==> src/rtl/video_stream_pkg.sv <==
// Shared video stream definitions: frame regulator states, error flag bit positions,
// and the virtual channel IDs used by the tdest switch and its per-channel regulators.
package video_stream_pkg;

    typedef enum logic [1:0] {
        WAIT_SOF = 2'd0,
        ACTIVE   = 2'd1,
        PAD      = 2'd2,
        DROP     = 2'd3
    } reg_state_t;

    localparam int ERR_SHORT_LINE  = 0;
    localparam int ERR_LONG_LINE   = 1;
    localparam int ERR_SHORT_FRAME = 2;
    localparam int ERR_FOREIGN     = 3;
    localparam int ERR_W           = 4;

    localparam logic [9:0] CH_ID_A = 10'h2c0;
    localparam logic [9:0] CH_ID_B = 10'h2c1;

endpackage

==> src/rtl/stream_out_reg.sv <==
// One-stage AXIS output register; 1-cycle latency from load to m_axis_tvalid.
// Loads whenever empty or draining; contents stay frozen while stalled by m_axis_tready.
module stream_out_reg #(
    parameter int WIDTH       = 16,
    parameter int TUSER_WIDTH = 1
) (
    input  logic                   aclk,
    input  logic                   areset,
    input  logic                   in_vld,
    input  logic [WIDTH-1:0]       in_data,
    input  logic                   in_last,
    input  logic [TUSER_WIDTH-1:0] in_user,
    output logic                   load,
    output logic                   m_axis_tvalid,
    input  logic                   m_axis_tready,
    output logic [WIDTH-1:0]       m_axis_tdata,
    output logic                   m_axis_tlast,
    output logic [TUSER_WIDTH-1:0] m_axis_tuser
);

    assign load = !m_axis_tvalid || m_axis_tready;

    always_ff @(posedge aclk) begin
        if (areset) begin
            m_axis_tvalid <= 1'b0;
            m_axis_tdata  <= '0;
            m_axis_tlast  <= 1'b0;
            m_axis_tuser  <= '0;
        end else if (load) begin
            m_axis_tvalid <= in_vld;
            if (in_vld) begin
                m_axis_tdata <= in_data;
                m_axis_tlast <= in_last;
                m_axis_tuser <= in_user;
            end
        end
    end

endmodule

==> src/rtl/stream_frame_regulator.sv <==
// Rebuilds SOF-aligned H_ACTIVE x V_ACTIVE frames for one channel (pad/drop, error flags); 1-cycle latency.
// Input ready follows the output register in WAIT_SOF/ACTIVE, is 0 while padding, 1 while dropping.
module stream_frame_regulator
    import video_stream_pkg::*;
#(
    parameter int                     WIDTH       = 16,
    parameter int                     TUSER_WIDTH = 1,
    parameter int                     TDEST_WIDTH = 10,
    parameter logic [TDEST_WIDTH-1:0] CHANNEL_ID  = CH_ID_A,
    parameter logic [15:0]            H_ACTIVE    = 16'd1920,
    parameter logic [15:0]            V_ACTIVE    = 16'd1080
) (
    input  logic                   aclk,
    input  logic                   areset,
    input  logic                   s_axis_tvalid,
    output logic                   s_axis_tready,
    input  logic [WIDTH-1:0]       s_axis_tdata,
    input  logic                   s_axis_tlast,
    input  logic [TUSER_WIDTH-1:0] s_axis_tuser,
    input  logic [TDEST_WIDTH-1:0] s_axis_tdest,
    output logic                   m_axis_tvalid,
    input  logic                   m_axis_tready,
    output logic [WIDTH-1:0]       m_axis_tdata,
    output logic                   m_axis_tlast,
    output logic [TUSER_WIDTH-1:0] m_axis_tuser,
    output logic [TDEST_WIDTH-1:0] m_axis_tdest,
    output logic [15:0]            frame_cnt,
    output logic [ERR_W-1:0]       err_pulse,
    output logic [ERR_W-1:0]       err_sticky,
    input  logic                   err_clr
);

    reg_state_t             state, state_nxt;
    logic [15:0]            col_idx, col_nxt;
    logic [15:0]            line_idx, line_nxt;
    logic [ERR_W-1:0]       err_nxt;
    logic                   frame_end;

    logic                   load;
    logic                   out_vld;
    logic [WIDTH-1:0]       out_data;
    logic                   out_last;
    logic [TUSER_WIDTH-1:0] out_user;

    logic                   foreign;
    logic                   sof;
    logic                   eol;
    logic                   eof;
    logic                   frame_origin;
    logic [15:0]            col_adv;
    logic [15:0]            line_adv;

    assign m_axis_tdest = CHANNEL_ID;

    assign foreign      = s_axis_tvalid && (s_axis_tdest != CHANNEL_ID);
    assign sof          = s_axis_tuser[0];
    assign eol          = (col_idx == H_ACTIVE - 16'd1);
    assign eof          = eol && (line_idx == V_ACTIVE - 16'd1);
    assign frame_origin = (col_idx == 16'd0) && (line_idx == 16'd0);

    // Position after emitting the beat at (col_idx, line_idx); wraps to 0/0 at end of frame.
    assign col_adv  = eol ? 16'd0 : col_idx + 16'd1;
    assign line_adv = !eol ? line_idx : (eof ? 16'd0 : line_idx + 16'd1);

    always_comb begin
        state_nxt     = state;
        col_nxt       = col_idx;
        line_nxt      = line_idx;
        err_nxt       = '0;
        frame_end     = 1'b0;
        s_axis_tready = 1'b0;
        out_vld       = 1'b0;
        out_data      = s_axis_tdata;
        out_last      = 1'b0;
        out_user      = '0;

        if (foreign) begin
            s_axis_tready        = 1'b1;
            err_nxt[ERR_FOREIGN] = 1'b1;
        end else begin
            case (state)
                WAIT_SOF: begin
                    if (!sof) begin
                        s_axis_tready = 1'b1;
                    end else begin
                        s_axis_tready = load;
                        if (s_axis_tvalid && load) begin
                            out_vld     = 1'b1;
                            out_user[0] = 1'b1;
                            col_nxt     = 16'd1;
                            line_nxt    = 16'd0;
                            state_nxt   = ACTIVE;
                        end
                    end
                end

                ACTIVE: begin
                    if (sof && !frame_origin) begin
                        // New frame arrived early: leave the SOF beat for WAIT_SOF to take.
                        if (s_axis_tvalid) begin
                            err_nxt[ERR_SHORT_FRAME] = 1'b1;
                            state_nxt                = WAIT_SOF;
                            col_nxt                  = 16'd0;
                            line_nxt                 = 16'd0;
                        end
                    end else begin
                        s_axis_tready = load;
                        if (s_axis_tvalid && load) begin
                            out_vld     = 1'b1;
                            out_user[0] = frame_origin;
                            out_last    = eol;
                            col_nxt     = col_adv;
                            line_nxt    = line_adv;
                            if (eol && !s_axis_tlast) begin
                                err_nxt[ERR_LONG_LINE] = 1'b1;
                            end
                            if (!eol && s_axis_tlast) begin
                                err_nxt[ERR_SHORT_LINE] = 1'b1;
                                state_nxt               = PAD;
                            end else if (eof) begin
                                frame_end = 1'b1;
                                state_nxt = WAIT_SOF;
                            end else if (eol && !s_axis_tlast) begin
                                state_nxt = DROP;
                            end
                        end
                    end
                end

                PAD: begin
                    if (load) begin
                        out_vld  = 1'b1;
                        out_data = '0;
                        out_last = eol;
                        col_nxt  = col_adv;
                        line_nxt = line_adv;
                        if (eof) begin
                            frame_end = 1'b1;
                            state_nxt = WAIT_SOF;
                        end else if (eol) begin
                            state_nxt = ACTIVE;
                        end
                    end
                end

                DROP: begin
                    if (sof) begin
                        if (s_axis_tvalid) begin
                            err_nxt[ERR_SHORT_FRAME] = 1'b1;
                            state_nxt                = WAIT_SOF;
                            col_nxt                  = 16'd0;
                            line_nxt                 = 16'd0;
                        end
                    end else begin
                        s_axis_tready = 1'b1;
                        if (s_axis_tvalid && s_axis_tlast) begin
                            state_nxt = ACTIVE;
                        end
                    end
                end

                default: begin
                    state_nxt = WAIT_SOF;
                end
            endcase
        end
    end

    always_ff @(posedge aclk) begin
        if (areset) begin
            state      <= WAIT_SOF;
            col_idx    <= '0;
            line_idx   <= '0;
            frame_cnt  <= '0;
            err_pulse  <= '0;
            err_sticky <= '0;
        end else begin
            state      <= state_nxt;
            col_idx    <= col_nxt;
            line_idx   <= line_nxt;
            err_pulse  <= err_nxt;
            // A flag raised in the same cycle as err_clr survives the clear.
            err_sticky <= (err_clr ? '0 : err_sticky) | err_nxt;
            if (frame_end) begin
                frame_cnt <= frame_cnt + 16'd1;
            end
        end
    end

    stream_out_reg #(
        .WIDTH       (WIDTH),
        .TUSER_WIDTH (TUSER_WIDTH)
    ) u_out_reg (
        .aclk          (aclk),
        .areset        (areset),
        .in_vld        (out_vld),
        .in_data       (out_data),
        .in_last       (out_last),
        .in_user       (out_user),
        .load          (load),
        .m_axis_tvalid (m_axis_tvalid),
        .m_axis_tready (m_axis_tready),
        .m_axis_tdata  (m_axis_tdata),
        .m_axis_tlast  (m_axis_tlast),
        .m_axis_tuser  (m_axis_tuser)
    );

endmodule

==> config.mk <==
export PLATFORM = sky130hd
export DESIGN_NAME = stream_frame_regulator
export DESIGN_NICKNAME = d
export VERILOG_FILES = /design/src/rtl/video_stream_pkg.sv /design/src/rtl/stream_out_reg.sv /design/src/rtl/stream_frame_regulator.sv
export SDC_FILE = /design/constraint.sdc
export NUM_CORES = 1
export LEC_CHECK = 0
export CORE_ASPECT_RATIO = 1.25
export CORE_MARGIN = 4
export CORE_UTILIZATION = 49
export CTS_BUF_LIST = sky130_fd_sc_hd__clkbuf_4 sky130_fd_sc_hd__clkbuf_8
export DETAILED_ROUTE_END_ITERATION = 8
export GPL_TIMING_DRIVEN = 0
export HOLD_SLACK_MARGIN = 0.12
export MAX_ROUTING_LAYER = met4
export PLACE_DENSITY = 0.79
export SYNTH_ARGS = -nofsm -noshare
export SYNTH_HDL_FRONTEND = slang
export SYNTH_SLANG_ARGS = --single-unit
export TNS_END_PERCENT = 5
==> constraint.sdc <==
create_clock -name aclk -period 2.7 [get_ports aclk]
set_input_delay 0.27 -clock aclk [delete_from_list [all_inputs] [get_ports aclk]]
set_output_delay 0.27 -clock aclk [all_outputs]
set_load 0.02 [all_outputs]
==> impl_metrics.env <==
export IMPL_outcome="finished with violations"
export IMPL_failing_checks="negative setup slack"
export IMPL_post_synth_cell_area_avg_um2=7.75
export IMPL_max_freq_ghz=0.341
export IMPL_antenna_cells=0
export IMPL_finalWorstSetupSlack_ps=-231
export IMPL_synth_lib_cells_used_distinct=65
export IMPL_ys_seq_elements=77
export IMPL_postPlaceCellArea_um2=5460
export IMPL_library_cell_with_the_highest_instance_count_after_synthesis="sky130_fd_sc_hd__dfxtp_1"
export IMPL_route_detailed_vias_per_inst=5.84
export IMPL_r2r_slack_ps=-230
export IMPL_final_min_clock_period_ps=2930
export IMPL_start_util_pct=51.1
export IMPL_criticalPathCategory="reg2reg"
export IMPL_worst_skew_pair_late_latency_ps=360
export IMPL_synth_top_area_share_pct=34.3
export IMPL_power_leakage_uw=0.00214
export IMPL_synth_async_reset_ratio_pct=0
export IMPL_cts_root_buffer="sky130_fd_sc_hd__clkbuf_8"
export IMPL_grt_start_max_net_pins=14
export IMPL_worst_endpoint_arrival_ps=3180
export IMPL_synthTopCellsByArea="sky130_fd_sc_hd__dfxtp_1 (34%), sky130_fd_sc_hd__o21ai_0 (6.1%), sky130_fd_sc_hd__nand3_1 (4.6%), sky130_fd_sc_hd__a21oi_1 (4.5%), sky130_fd_sc_hd__nor2_1 (4.3%)"
export IMPL_reg2reg_from="col_idx[15]$_SDFFE_PP0P_"
export IMPL_grt_setup_unrepaired="yes"
export IMPL_first_global_vias=4559
export IMPL_area_of_the_die_um2=10800
export IMPL_overflow=0
export IMPL_track_usage_pct=26.3
export IMPL_synth_edff_count=0
export IMPL_vias=4751
export IMPL_wl_per_cell_um=17.0
export IMPL_syn_cell_area_um2=4500
export IMPL_final_layout_setup_total_negative_slack_ps=-4830
export IMPL_numCtsBuffers=9
export IMPL_dominantRegCellSynth="sky130_fd_sc_hd__dfxtp_1"
export IMPL_critical_path_slowest_cell="sky130_fd_sc_hd__nor4_2"
export IMPL_start_kind="flip-flop"
export IMPL_crit_required_ps=2950
export IMPL_drt_total_wl_um=13800
export IMPL_design_core_area_um2=8800
export IMPL_critPathMaxStageDelay_ps=810
export IMPL_synth_seq_area_share_pct=34.3
export IMPL_grt_first_pass_wirelength_um=22100
export IMPL_relSlewSlack_pct=38.6
export IMPL_critical_path_endpoint_type="flip-flop"
export IMPL_grt_antenna_before_repair=0
export IMPL_stdcell_area_um2=5970
export IMPL_p_per_area_nw_per_um2=402
export IMPL_drt_antenna_violating_nets=0
export IMPL_detailedRoute_firstIterationViolations=297
export IMPL_register_area_um2=1550
export IMPL_synth_largest_area_cell="sky130_fd_sc_hd__dfxtp_1"
export IMPL_synthesis_yosys_warnings=0
export IMPL_worstHoldStart="s_axis_tvalid"
export IMPL_finClkSkew_ps=8.26
export IMPL_drive_above_1_share_pct=15.6
export IMPL_floorplan_rows=38
export IMPL_htree_levels=3
export IMPL_min_path_type="in2reg"
export IMPL_synth_common_cells="sky130_fd_sc_hd__dfxtp_1 (77), sky130_fd_sc_hd__o21ai_0 (55), sky130_fd_sc_hd__nor2_1 (51)"
export IMPL_floorplan_die_width_um=93.7
export IMPL_slew_viol_final=0
export IMPL_final_period_utilization_pct=109
export IMPL_flow_area_growth_from_synthesis_pct=32.9
export IMPL_worst_slew_pin_transition_ps=913
export IMPL_cp_cell_sequence="or4_4 -> nor4_2 -> nand2_1 -> nand3_2 -> buf_2 -> o21ai_0 -> a21oi_1 -> o22ai_1"
export IMPL_place_port_buffers=74
export IMPL_place_gp_congestion=0.897
export IMPL_clkSinkCount=77
export IMPL_timing_hold_violations_final=0
export IMPL_detailedRoute_firstPassIterationCount=5
export IMPL_post_dp_hpwl_um=9940
export IMPL_tritoncts="done"
export IMPL_clock_tree_buffer_depth=2
export IMPL_place_inst=782
export IMPL_clkTransAtPathRegs_ps=80
export IMPL_maxCapViolations=0
export IMPL_die_height_um=115
export IMPL_timing_final_setup_violations=49
export IMPL_irDropWorstVdd_v=0.000276
export IMPL_net_total_in_the_final_layout=734
export IMPL_finish_utilization_pct=67.9
export IMPL_timing_critical_path_from="col_idx[15]$_SDFFE_PP0P_"
export IMPL_multiInputGateArea_um2=2840
export IMPL_nFillCells=717
export IMPL_critPathMaxFanout=10
export IMPL_syn_instance_count=580
export IMPL_drt_drc_violations_left=0
export IMPL_timing_critical_path_max_delay_family="simple AND/OR/NAND/NOR gates"
export IMPL_ioPinCount=87
export IMPL_crit_buf_inv=1
export IMPL_final_cells=813
## layout make-up
class                      instances  share of cell area (%)
clock inverter                     5                    1.01
clock buffer                      10                    2.30
timing repair buffer              91                    14.9
inverter                          26                    1.72
tap                              120                    2.51
multi-input combinational        446                    47.5
buffer                            38                    4.02
sequential                        77                    26.0
## logic make-up after synthesis
group                      synth area share, %
AOI/OAI and AO/OA                         18.7
xor gates and xnor gates                  2.53
adders and majority gates                 3.34
buffers and inverters                     6.99
DFF                                       34.3
muxes                                     1.56
other                                    0.167
and+or+nand+nor                           32.5
## cell usage in the layout, fill, tap and decap left out, types with 13 or more instances in the layout
cell type / n
sky130_fd_sc_hd__nor2_1: 45
sky130_fd_sc_hd__nand4_1: 13
sky130_fd_sc_hd__a21oi_1: 40
sky130_fd_sc_hd__clkbuf_1: 17
sky130_fd_sc_hd__buf_4: 29
sky130_fd_sc_hd__dfxtp_1: 70
sky130_fd_sc_hd__clkdlybuf4s50_1: 73
sky130_fd_sc_hd__o21ai_0: 51
sky130_fd_sc_hd__nand2b_1: 21
sky130_fd_sc_hd__nand2_1: 44
sky130_fd_sc_hd__inv_1: 25
sky130_fd_sc_hd__nand3_1: 40
## path summary, 6_finish.rpt
path                                             endpoint  depth (start not counted)
worst max-delay path            line_idx[13]$_SDFFE_PP0P_                          8
worst min-delay path              err_pulse[2]$_SDFF_PP0_                          3
worst max register to register  line_idx[13]$_SDFFE_PP0P_                          8
worst min register to register   err_sticky[1]$_SDFF_PP0_                          1
## layer usage
metal,GRT usage [%],vias to the layer above,part of all wire [%]
met2,42.8,228,48
met4,12.1,0,3.5
met5,-,-,0
li1,-,2280,-
met3,4.71,44,7.8
met1,31.5,2199,41
## sequential cells by signal, summed over array words and instances (netlist names)
signal and flops:
u_out_reg.m_axis_tvalid 1, line_idx 16, err_sticky 4, frame_cnt 16
err_pulse 4, u_out_reg.m_axis_tlast 1, u_out_reg.m_axis_tuser 1, col_idx 16
u_out_reg.m_axis_tdata 16, state 2
## where the power goes
group          total [uW]  internal (uW)  switching (uW)  leakage, uW
logic                 351            144             206      0.00142
registers            1160           1150            9.94     0.000626
clock network         890            450             439    0.0000987
## repair_timing
action	CTS	global route
hold buffers	0	0
setup buffers	11	4
resized for setup	35	22
cloned	2	0
pin swaps	13	10
setup endpoints to repair	63	70
## through the flow
step	hold slack [ps]	power [uW]	setup WS (ps)
6_report	366	2400	-231
5_1_grt	371	2490	-316
4_1_cts	329	2410	-238
3_5_place_dp	452	1510	-846
3_3_place_gp	436	1510	-657
2_1_floorplan	400	1380	-127
## worst register-to-register path: cells and delay by family, from the launching register on
kind                   cells  cell delay [ps]
flip-flops                 1              330
AND/OR/NAND/NOR            4             1860
AO/OA/AOI/OAI              3              370
buffers and inverters      1              260
(Power assumes the default switching activity.)
